File: src/rtl/ram_arbiter.sv
// Two-port arbiter in front of a single-port synchronous RAM: per-cycle grant (round-robin or fixed
// priority) with burst lock and a starvation bound, registered RAM command and tagged read return.
module ram_arbiter #(
    parameter int unsigned ADDR_W     = 4,
    parameter int unsigned DATA_W     = 8,
    parameter int unsigned FIXED_PRIO = 0,
    parameter int unsigned MAX_LOCK   = 8
) (
    input  logic              CLK,
    input  logic              rst,
    input  logic              req0,
    input  logic              req1,
    input  logic              we0,
    input  logic              we1,
    input  logic              lock0,
    input  logic              lock1,
    input  logic [ADDR_W-1:0] addr0,
    input  logic [ADDR_W-1:0] addr1,
    input  logic [DATA_W-1:0] wdata0,
    input  logic [DATA_W-1:0] wdata1,
    output logic              gnt0,
    output logic              gnt1,
    output logic              rvalid0,
    output logic              rvalid1,
    output logic [DATA_W-1:0] rdata,
    output logic              ram_en,
    output logic              ram_we,
    output logic [ADDR_W-1:0] ram_addr,
    output logic [DATA_W-1:0] ram_wdata,
    input  logic [DATA_W-1:0] ram_rdata
);

    localparam logic [7:0] MaxLockC = 8'(MAX_LOCK);

    logic              rr_last_q, rr_last_d;
    logic              lock_vld_q, lock_vld_d;
    logic              lock_id_q, lock_id_d;
    logic [7:0]        lock_cnt_q, lock_cnt_d;
    logic              ram_en_q, ram_en_d;
    logic              ram_we_q, ram_we_d;
    logic [ADDR_W-1:0] ram_addr_q, ram_addr_d;
    logic [DATA_W-1:0] ram_wdata_q, ram_wdata_d;
    logic              rd_port_q, rd_port_d;
    logic              rvalid0_q, rvalid0_d;
    logic              rvalid1_q, rvalid1_d;

    logic              any_req;
    logic              req_own;
    logic              req_oth;
    logic              lock_hold;
    logic              lock_yield;
    logic              sel;
    logic              acc;
    logic              acc_we;
    logic              acc_lock;
    logic [ADDR_W-1:0] acc_addr;
    logic [DATA_W-1:0] acc_wdata;

    // Grant selection
    always_comb begin
        any_req    = req0 | req1;
        req_own    = lock_id_q ? req1 : req0;
        req_oth    = lock_id_q ? req0 : req1;
        lock_hold  = lock_vld_q & req_own & (lock_cnt_q < MaxLockC);
        // Saturated lock with the other port waiting: hand over regardless of priority mode.
        lock_yield = lock_vld_q & req_own & ~lock_hold & req_oth;
        sel        = 1'b0;
        if (lock_hold) begin
            sel = lock_id_q;
        end else if (lock_yield) begin
            sel = ~lock_id_q;
        end else if (req0 & req1) begin
            sel = (FIXED_PRIO != 0) ? 1'b0 : ~rr_last_q;
        end else begin
            sel = req1;
        end
        gnt0 = ~rst & any_req & ~sel;
        gnt1 = ~rst & any_req & sel;
    end

    always_comb begin
        acc       = gnt0 | gnt1;
        acc_we    = sel ? we1 : we0;
        acc_lock  = sel ? lock1 : lock0;
        acc_addr  = sel ? addr1 : addr0;
        acc_wdata = sel ? wdata1 : wdata0;
    end

    // Next-state: RAM command, read tag pipeline, round-robin and lock bookkeeping
    always_comb begin
        ram_en_d    = acc;
        ram_we_d    = acc & acc_we;
        ram_addr_d  = acc ? acc_addr : ram_addr_q;
        ram_wdata_d = acc ? acc_wdata : ram_wdata_q;
        rd_port_d   = acc ? sel : rd_port_q;
        rvalid0_d   = ram_en_q & ~ram_we_q & ~rd_port_q;
        rvalid1_d   = ram_en_q & ~ram_we_q & rd_port_q;
        rr_last_d   = acc ? sel : rr_last_q;
        lock_vld_d  = lock_vld_q;
        lock_id_d   = lock_id_q;
        lock_cnt_d  = lock_cnt_q;
        if (acc) begin
            if (acc_lock) begin
                if (lock_vld_q && (lock_id_q == sel)) begin
                    lock_cnt_d = (lock_cnt_q < MaxLockC) ? lock_cnt_q + 8'd1 : lock_cnt_q;
                end else begin
                    lock_vld_d = 1'b1;
                    lock_id_d  = sel;
                    lock_cnt_d = 8'd1;
                end
            end else begin
                lock_vld_d = 1'b0;
                lock_cnt_d = 8'd0;
            end
        end else if (lock_vld_q && !req_own) begin
            lock_vld_d = 1'b0;
            lock_cnt_d = 8'd0;
        end
    end

    always_ff @(posedge CLK) begin
        if (rst) begin
            rr_last_q   <= 1'b1;
            lock_vld_q  <= 1'b0;
            lock_id_q   <= 1'b0;
            lock_cnt_q  <= 8'd0;
            ram_en_q    <= 1'b0;
            ram_we_q    <= 1'b0;
            ram_addr_q  <= '0;
            ram_wdata_q <= '0;
            rd_port_q   <= 1'b0;
            rvalid0_q   <= 1'b0;
            rvalid1_q   <= 1'b0;
        end else begin
            rr_last_q   <= rr_last_d;
            lock_vld_q  <= lock_vld_d;
            lock_id_q   <= lock_id_d;
            lock_cnt_q  <= lock_cnt_d;
            ram_en_q    <= ram_en_d;
            ram_we_q    <= ram_we_d;
            ram_addr_q  <= ram_addr_d;
            ram_wdata_q <= ram_wdata_d;
            rd_port_q   <= rd_port_d;
            rvalid0_q   <= rvalid0_d;
            rvalid1_q   <= rvalid1_d;
        end
    end

    // The RAM's registered output already lines up with rvalid, so rdata is a gated pass-through.
    always_comb begin
        ram_en    = ram_en_q;
        ram_we    = ram_we_q;
        ram_addr  = ram_addr_q;
        ram_wdata = ram_wdata_q;
        rvalid0   = rvalid0_q;
        rvalid1   = rvalid1_q;
        rdata     = (rvalid0_q | rvalid1_q) ? ram_rdata : '0;
    end

endmodule

File: config.mk
export PLATFORM = sky130hd
export DESIGN_NAME = ram_arbiter
export DESIGN_NICKNAME = d
export VERILOG_FILES = /design/src/rtl/ram_arbiter.sv
export SDC_FILE = /design/constraint.sdc
export NUM_CORES = 1
export LEC_CHECK = 0
export CORE_ASPECT_RATIO = 2
export CORE_MARGIN = 2
export CORE_UTILIZATION = 40
export CTS_BUF_LIST = sky130_fd_sc_hd__clkbuf_8
export CTS_CLUSTER_DIAMETER = 150
export DETAILED_ROUTE_END_ITERATION = 10
export GPL_ROUTABILITY_DRIVEN = 0
export HOLD_SLACK_MARGIN = 0.1
export MAX_ROUTING_LAYER = met4
export PLACE_DENSITY = 0.77
export SETUP_SLACK_MARGIN = 0.02
export SYNTH_ARGS = -nofsm -noshare
export SYNTH_HDL_FRONTEND = slang
export SYNTH_SLANG_ARGS = --single-unit
File: constraint.sdc
create_clock -name CLK -period 2.8 [get_ports CLK]
set_input_delay 0.56 -clock CLK [delete_from_list [all_inputs] [get_ports CLK]]
set_output_delay 0.56 -clock CLK [all_outputs]
set_load 0.02 [all_outputs]
==> impl_metrics.csv, run 1 <==
group,metric,value,unit
run_status,status,"finished clean",
setup_path,cpMaxStageDelayCell,"or4_4",
pwr,swShare,25.8,%
routing,drt-pass1-iter-count,4,
pwr,p_switching,0.263,mW
routing,routedWlPerCell,13.0,µm
synth,ys_warn_count,0,
clock_network,clock_path_buffers,2,
synth,syn_nets,203,
sta,rsz0062_at_grt,"no",
clock_network,path_clk_slew,0.10,ns
sta,post-route-period-util,93.2,%
global_route,grt_pass1_vias,1359,
die,die_area,4250,µm²
global_route,grt_overflow,0,
setup_path,path_delay_family,"simple AND/OR/NAND/NOR gates",
synth,yosys-top-cells-area,"dfxtp_1 (38%), mux2i_1 (8.7%), a211oi_1 (7.1%), nor2b_1 (5.5%), nor2_1 (5.0%)",
sta,tightest_slew,0.459,ns
layout,ff_latch_area,561,µm²
clock_network,holdBufCountCts,0,
die,core_area,3610,µm²
pwr,clkPwrFrac,31.2,%
routing,viasPerCell,5.01,
placement,io_buffers,65,
pwr,power_frac_comb,25.8,%
setup_path,path_buf_inv,1,
die,dieWidth,47.1,µm
layout,antennaDiodeCount,0,
routing,vias,1404,
setup_path,cp_slowest_stage_delay,0.56,ns
sta,final.setup_skew,0.00271,ns
pwr,power.total,1.02,mW
routing,drt_iter0_drc,22,
global_route,antenna_found_initial,0,
pwr,power_density,455,nW/µm²
synth,post-synth-top-area-fraction,37.7,%
setup_path,reg2reg_from,"lock_cnt_q[3]",
synth,async_flop_share,0,%
global_route,grt_pass1_wl,5.86,mm
synth,ys_types,44,
routing,drc,0,
synth,ys_seq_area_share,37.7,%
clock_network,cts.sinks,28,
synth,netlist.top_cell.by_area,"dfxtp_1",
sta,setup_violations,0,
die,rows,31,
setup_path,critical_path_required,2.24,ns
die,die_height,90.2,µm
layout,drive_above_1_share,11.3,%
routing,totalWireLength,3.63,mm
setup_path,crit_path_start,"lock_cnt_q[3]",
global_route,gr-usage-all-layers,18.9,%
placement,dp_hpwl,2.90,mm
synth,syn-mean-instance-area,9.18,µm²
synth,synth_common_cells,"dfxtp_1 (28), nor2_1 (20), a211oi_1 (14)",
setup_path,worstPathCellList,"or4_4, nor2_4, and4_1, nor3_4, nor2_1, dlygate4sd2_1",
setup_path,cp.arrival,2.05,ns
die,pin_count,66,
min_path,hp-class,"reg2reg",
clock_network,root_buffer,"clkbuf_8",
routing,drtAntennaViolNets,0,
sta,max_clock_freq,383,MHz
synth,yosys_register_bits,28,
clock_network,htreeDepth,1,
sta,maxSlewHeadroom,69.3,%
synth,syn_area,1490,µm²
synth,synthCells,162,
sta,slew_violations,0,
layout,nNetsFinal,273,
pwr,leakagePower,0.880,nW
pwr,internal-power,0.757,mW
min_path,hp-start,"ram_we",
setup_path,critPathLaunchType,"flip-flop",
die,start_util,41.2,%
global_route,grt_max_degree,25,
clock_network,clk_latency,0.27,ns
synth,synth.most_common_cell,"dfxtp_1",
layout,syn_to_final_growth,50.9,%
flow_run,drv_cap,0,
layout,final.fill_count,334,
sta,finalHoldViolCount,0,
clock_network,cts_tree,"done",
sta,fin_setup_tns,0,ns
setup_path,critPathCaptureType,"output pin",
setup_path,cp_max_fo,3,
sta,fin_crit,2.61,ns
layout,multi_input_area,802,µm²
clock_network,cts_buffers,3,
synth,ys.flop_type,"dfxtp_1",
pwr,seq_power_share,43.0,%
pwr,ir_drop,0.268,mV
synth,synth_edf_count,0,
setup_path,criticalPathCategory,"reg2out",
==> power groups by stage <==
| stage | Sequential (mW) | Combinational (mW) | Clock, mW |
|---|---|---|---|
| after global placement | 0.447 | 0.264 | 0 |
| after floorplan | 0.467 | 0.123 | 0 |
| after CTS | 0.439 | 0.266 | 0.323 |
| final | 0.439 | 0.263 | 0.319 |
| after global routing | 0.443 | 0.285 | 0.345 |
| after detailed placement | 0.448 | 0.266 | 0 |
==> routing by layer <==
| metal | up-vias | share of wire [%] | global-route usage (%) |
|---|---|---|---|
| li1 | 715 | - | - |
| met1 | 634 | 36 | 19.3 |
| met2 | 46 | 56 | 33.6 |
| met3 | 9 | 6.1 | 2.21 |
| met4 | 0 | 2.8 | 7.41 |
| met5 | - | 0 | - |
==> layout make-up <==
cell class | instances | share of cell area [%]
sequential | 28 | 25.0
timing repair buffer | 75 | 32.2
clock buffer | 3 | 1.84
inverter | 7 | 1.17
multi-input combinational | 117 | 35.7
tap | 49 | 2.73
clock inverter | 1 | 1.34
==> state kept, by name (all words and copies together), names as in the netlist <==
signal and flops:
ram_addr 4, ram_en 1, rvalid1 1, lock_id_q 1, lock_vld_q 1, rr_last_q 1
rd_port_q 1, rvalid0 1, ram_wdata 8, ram_we 1, lock_cnt_q 8
==> cells by family after synthesis <==
family          count (synthesis)  share of synthesized area, %
flops                          28                          37.7
buf+inv                        17                          8.83
simple gates                   68                          25.3
fa+ha+maj                       1                         0.841
compound gates                 35                          18.6
mux                            13                          8.75
==> cell usage in the layout (no fill, tap or decap), drive strengths merged, types with 2 or more instances in the layout <==
cell and instances:
nand3b 2, mux2i 13, and3 3, nor2b 13
nand2 11, clkbuf 3, nor4 2, nand3 4
a211oi 14, a31oi 2, a21oi 5, o21ai 5
and4 2, inv 7, nor2 21, or2 3
clkdlybuf4s50 63, nor3 2, buf 10, dfxtp 28
dlygate4sd2 2
==> stage by stage <==
step | instances | worst slack, ns | cell area, µm² | utilization, % | hold WS [ns]
2_1_floorplan | 162 | 0.340 | 1490 | - | 0.413
3_3_place_gp | 276 | -0.00556 | 2180 | 60.3 | 0.432
3_5_place_dp | 276 | -0.0427 | 2180 | 60.3 | 0.443
4_1_cts | 280 | 0.166 | 2240 | 62.2 | 0.459
5_1_grt | 280 | 0.0535 | 2240 | 62.2 | 0.477
6_report | 280 | 0.189 | 2240 | 62.2 | 0.451
==> worst paths after layout <==
kind,end,slack [ns],depth (start not counted)
max,gnt0,0.19,6
min,rvalid1,0.45,1
max reg2reg,lock_cnt_q[1],0.62,6
min reg2reg,rvalid1,0.45,1
==> worst register-to-register path, stage by stage, from the launching register on <==
cell and delay [ns]:
dfxtp_1 0.32, or4_4 0.56, o21a_1 0.23, or2_1 0.27
a311oi_4 0.36, a21oi_1 0.22, o21ai_1 0.16
==> repair_timing <==
item | CTS | global route
endpoints found under the hold margin | 0 | 0
endpoints found under the setup margin | 2 | 0
gates resized for setup | 2 | 0
setup buffers | 0 | 0
(Power assumes the default switching activity.)
==> run 2: changes to the inputs <==
--- a/config.mk
+++ b/config.mk
@@ -5,16 +5,18 @@
 export SDC_FILE = /design/constraint.sdc
 export NUM_CORES = 1
 export LEC_CHECK = 0
+export CELL_PAD_IN_SITES_DETAIL_PLACEMENT = 0
+export CELL_PAD_IN_SITES_GLOBAL_PLACEMENT = 1
 export CORE_ASPECT_RATIO = 2
 export CORE_MARGIN = 2
-export CORE_UTILIZATION = 40
+export CORE_UTILIZATION = 31
 export CTS_BUF_LIST = sky130_fd_sc_hd__clkbuf_8
 export CTS_CLUSTER_DIAMETER = 150
 export DETAILED_ROUTE_END_ITERATION = 10
 export GPL_ROUTABILITY_DRIVEN = 0
 export HOLD_SLACK_MARGIN = 0.1
 export MAX_ROUTING_LAYER = met4
-export PLACE_DENSITY = 0.77
+export PLACE_DENSITY_LB_ADDON = 0.1
 export SETUP_SLACK_MARGIN = 0.02
 export SYNTH_ARGS = -nofsm -noshare
 export SYNTH_HDL_FRONTEND = slang
==> run 2 against run 1 <==
  * Flip-flop and latch count unchanged
  * Worst setup slack improved by 0.028 ns
  * Register-to-register slack got worse by 0.02 ns
  * Clock power fell by 24%
  * Wire length increased by 16%
  * First-iteration DRC count down 41%
  * Sequential share of layout area grew 0.24 points
  * Utilization fell by 14 points
  * Count of clock-buffer cells in the layout is 1 higher
  * Global-route usage shrank 2.0 points
  * Combinational power about the same
  * Clock skew barely moved
  * Critical endpoint is now gnt1
  * Largest power group unchanged
==> impl_metrics.csv, run 2 (synthesis results as in run 1) <==
group,metric,value,unit
layout,design_area,2220,µm²
layout,ff_latch_area,561,µm²
layout,antennaDiodeCount,0,
routing,viasPerCell,4.99,
clock_network,clk_latency,0.27,ns
routing,drc,0,
sta,tightest_slew,0.455,ns
routing,wl_met2,2.42,mm
clock_network,clock_path_buffers,2,
global_route,grt_pass1_wl,6.70,mm
placement,dp_hpwl,3.40,mm
placement,placed_cell_area,2170,µm²
layout,mostFrequentLayoutCells,"clkdlybuf4s50_1 (63), dfxtp_1 (28), nor2_1 (20)",
layout,multi_input_area,808,µm²
setup_path,critical_path_required,2.24,ns
clock_network,post_cts.repair.setup_buffers,0,
clock_network,cts_tree,"done",
routing,top_layer,"met4",
setup_path,cp_max_fo,6,
routing,wl_met1,1.46,mm
setup_path,critPathLaunchType,"input pin",
global_route,grt_pass1_vias,1486,
die,start_util,32.4,%
layout,drive_above_1_share,11.4,%
die,pin_count,66,
pwr,leakagePower,0.862,nW
sta,max_clock_freq,387,MHz
die,core_area,4600,µm²
clock_network,path_clk_slew,0.09,ns
sta,post-route-period-util,92.2,%
routing,vias,1418,
routing,drt-pass1-iter-count,4,
routing,wl_met3,259,µm
layout,final.fill_count,476,
setup_path,cp_slowest_stage_delay,0.51,ns
clock_network,htreeDepth,1,
layout,syn_to_final_growth,49.5,%
global_route,grt_max_degree,25,
clock_network,cts.sinks,28,
flow_run,drv_cap,0,
routing,totalWireLength,4.23,mm
sta,layout_setup_ws,0.217,ns
routing,routedWlPerCell,14.9,µm
global_route,gr-usage-all-layers,16.8,%
clock_network,cts_buffers,3,
min_path,hp-class,"reg2reg",
setup_path,cpMaxStageDelayCell,"clkdlybuf4s50_1",
die,rows,35,
sta,maxSlewHeadroom,69.6,%
sta,setup_violations,0,
global_route,antenna_found_initial,0,
sta,final.setup_skew,0.00264,ns
setup_path,path_buf_inv,2,
placement,pre_cts_slack,-0.194,ns
sta,rsz0062_at_grt,"no",
die,dieWidth,53.0,µm
min_path,hold_path_depth,1,
run_status,status,"finished clean",
sta,fin_crit,2.58,ns
setup_path,path_delay_family,"buffers and inverters",
setup_path,worstPathCellList,"clkdlybuf4s50_1, nand3b_1, nand2_1, nor4_2, dlygate4sd2_1",
sta,slew_violations,0,
global_route,grt_overflow,0,
pwr,power_density,426,nW/µm²
routing,drtAntennaViolNets,0,
setup_path,timing.reg2reg.worst_path_depth,6,
placement,io_buffers,65,
layout,nNetsFinal,271,
setup_path,critPathCaptureType,"output pin",
clock_network,holdBufCountCts,0,
clock_network,cts_resized,3,
setup_path,path_depth,5,
die,die_height,102,µm
setup_path,cp.arrival,2.02,ns
pwr,ir_drop,0.269,mV
setup_path,criticalPathCategory,"in2out",
sta,finalHoldViolCount,0,
die,die_area,5400,µm²
routing,drt_iter0_drc,13,
clock_network,root_buffer,"clkbuf_8",
layout,final_common_cell,"clkdlybuf4s50_1",
-- run 2: per-layer routing --
metal | vias up | track usage, %
met5 | - | -
met4 | 0 | 6.71
met3 | 10 | 2.63
met2 | 41 | 32.6
met1 | 656 | 15.4
li1 | 711 | -
-- run 2: worst paths after layout --
| kind | to | startpoint | slack, ns |
|---|---|---|---|
| setup / recovery | gnt1 | req0 | 0.22 |
| hold / removal | lock_cnt_q[4] | lock_cnt_q[4] | 0.47 |
| setup reg to reg | lock_cnt_q[1] | lock_cnt_q[3] | 0.60 |
| hold reg to reg | lock_cnt_q[4] | lock_cnt_q[4] | 0.47 |
-- run 2: final cells by class --
cell class              instances  share of cell area, %
well taps                      55                   3.10
flip-flops and latches         28                   25.2
repair buffers                 73                   31.7
multi-input cells             117                   36.4
inverters                       7                   1.18
clock buffers                   4                   2.48
-- run 2: where the power goes --
group	internal, mW	switching [mW]	leakage, nW
sequential	0.423	0.0183	0.231
clock	0.126	0.116	0.0288
combinational	0.141	0.123	0.603
total	0.689	0.257	0.862
-- run 2: through the flow --
| step | TNS, ns | hold WS [ns] | total power, mW | cells | utilization, % |
|---|---|---|---|---|---|
| floorplan | 0 | 0.413 | 0.590 | 162 | - |
| global placement | -0.241 | 0.428 | 0.712 | 280 | 47.2 |
| detailed placement | -0.345 | 0.450 | 0.717 | 280 | 47.2 |
| CTS | 0 | 0.464 | 0.964 | 284 | 48.4 |
| global route | 0 | 0.494 | 1.00 | 284 | 48.4 |
| finish | 0 | 0.471 | 0.946 | 284 | 48.4 |
-- run 2: worst reg2reg max path: stages, from the launching register on --
cell      delay, ns
dfxtp_1        0.32
or4_4          0.56
o21a_1         0.23
or2_1          0.27
a311oi_4       0.36
a21oi_1        0.23
o21ai_1        0.16
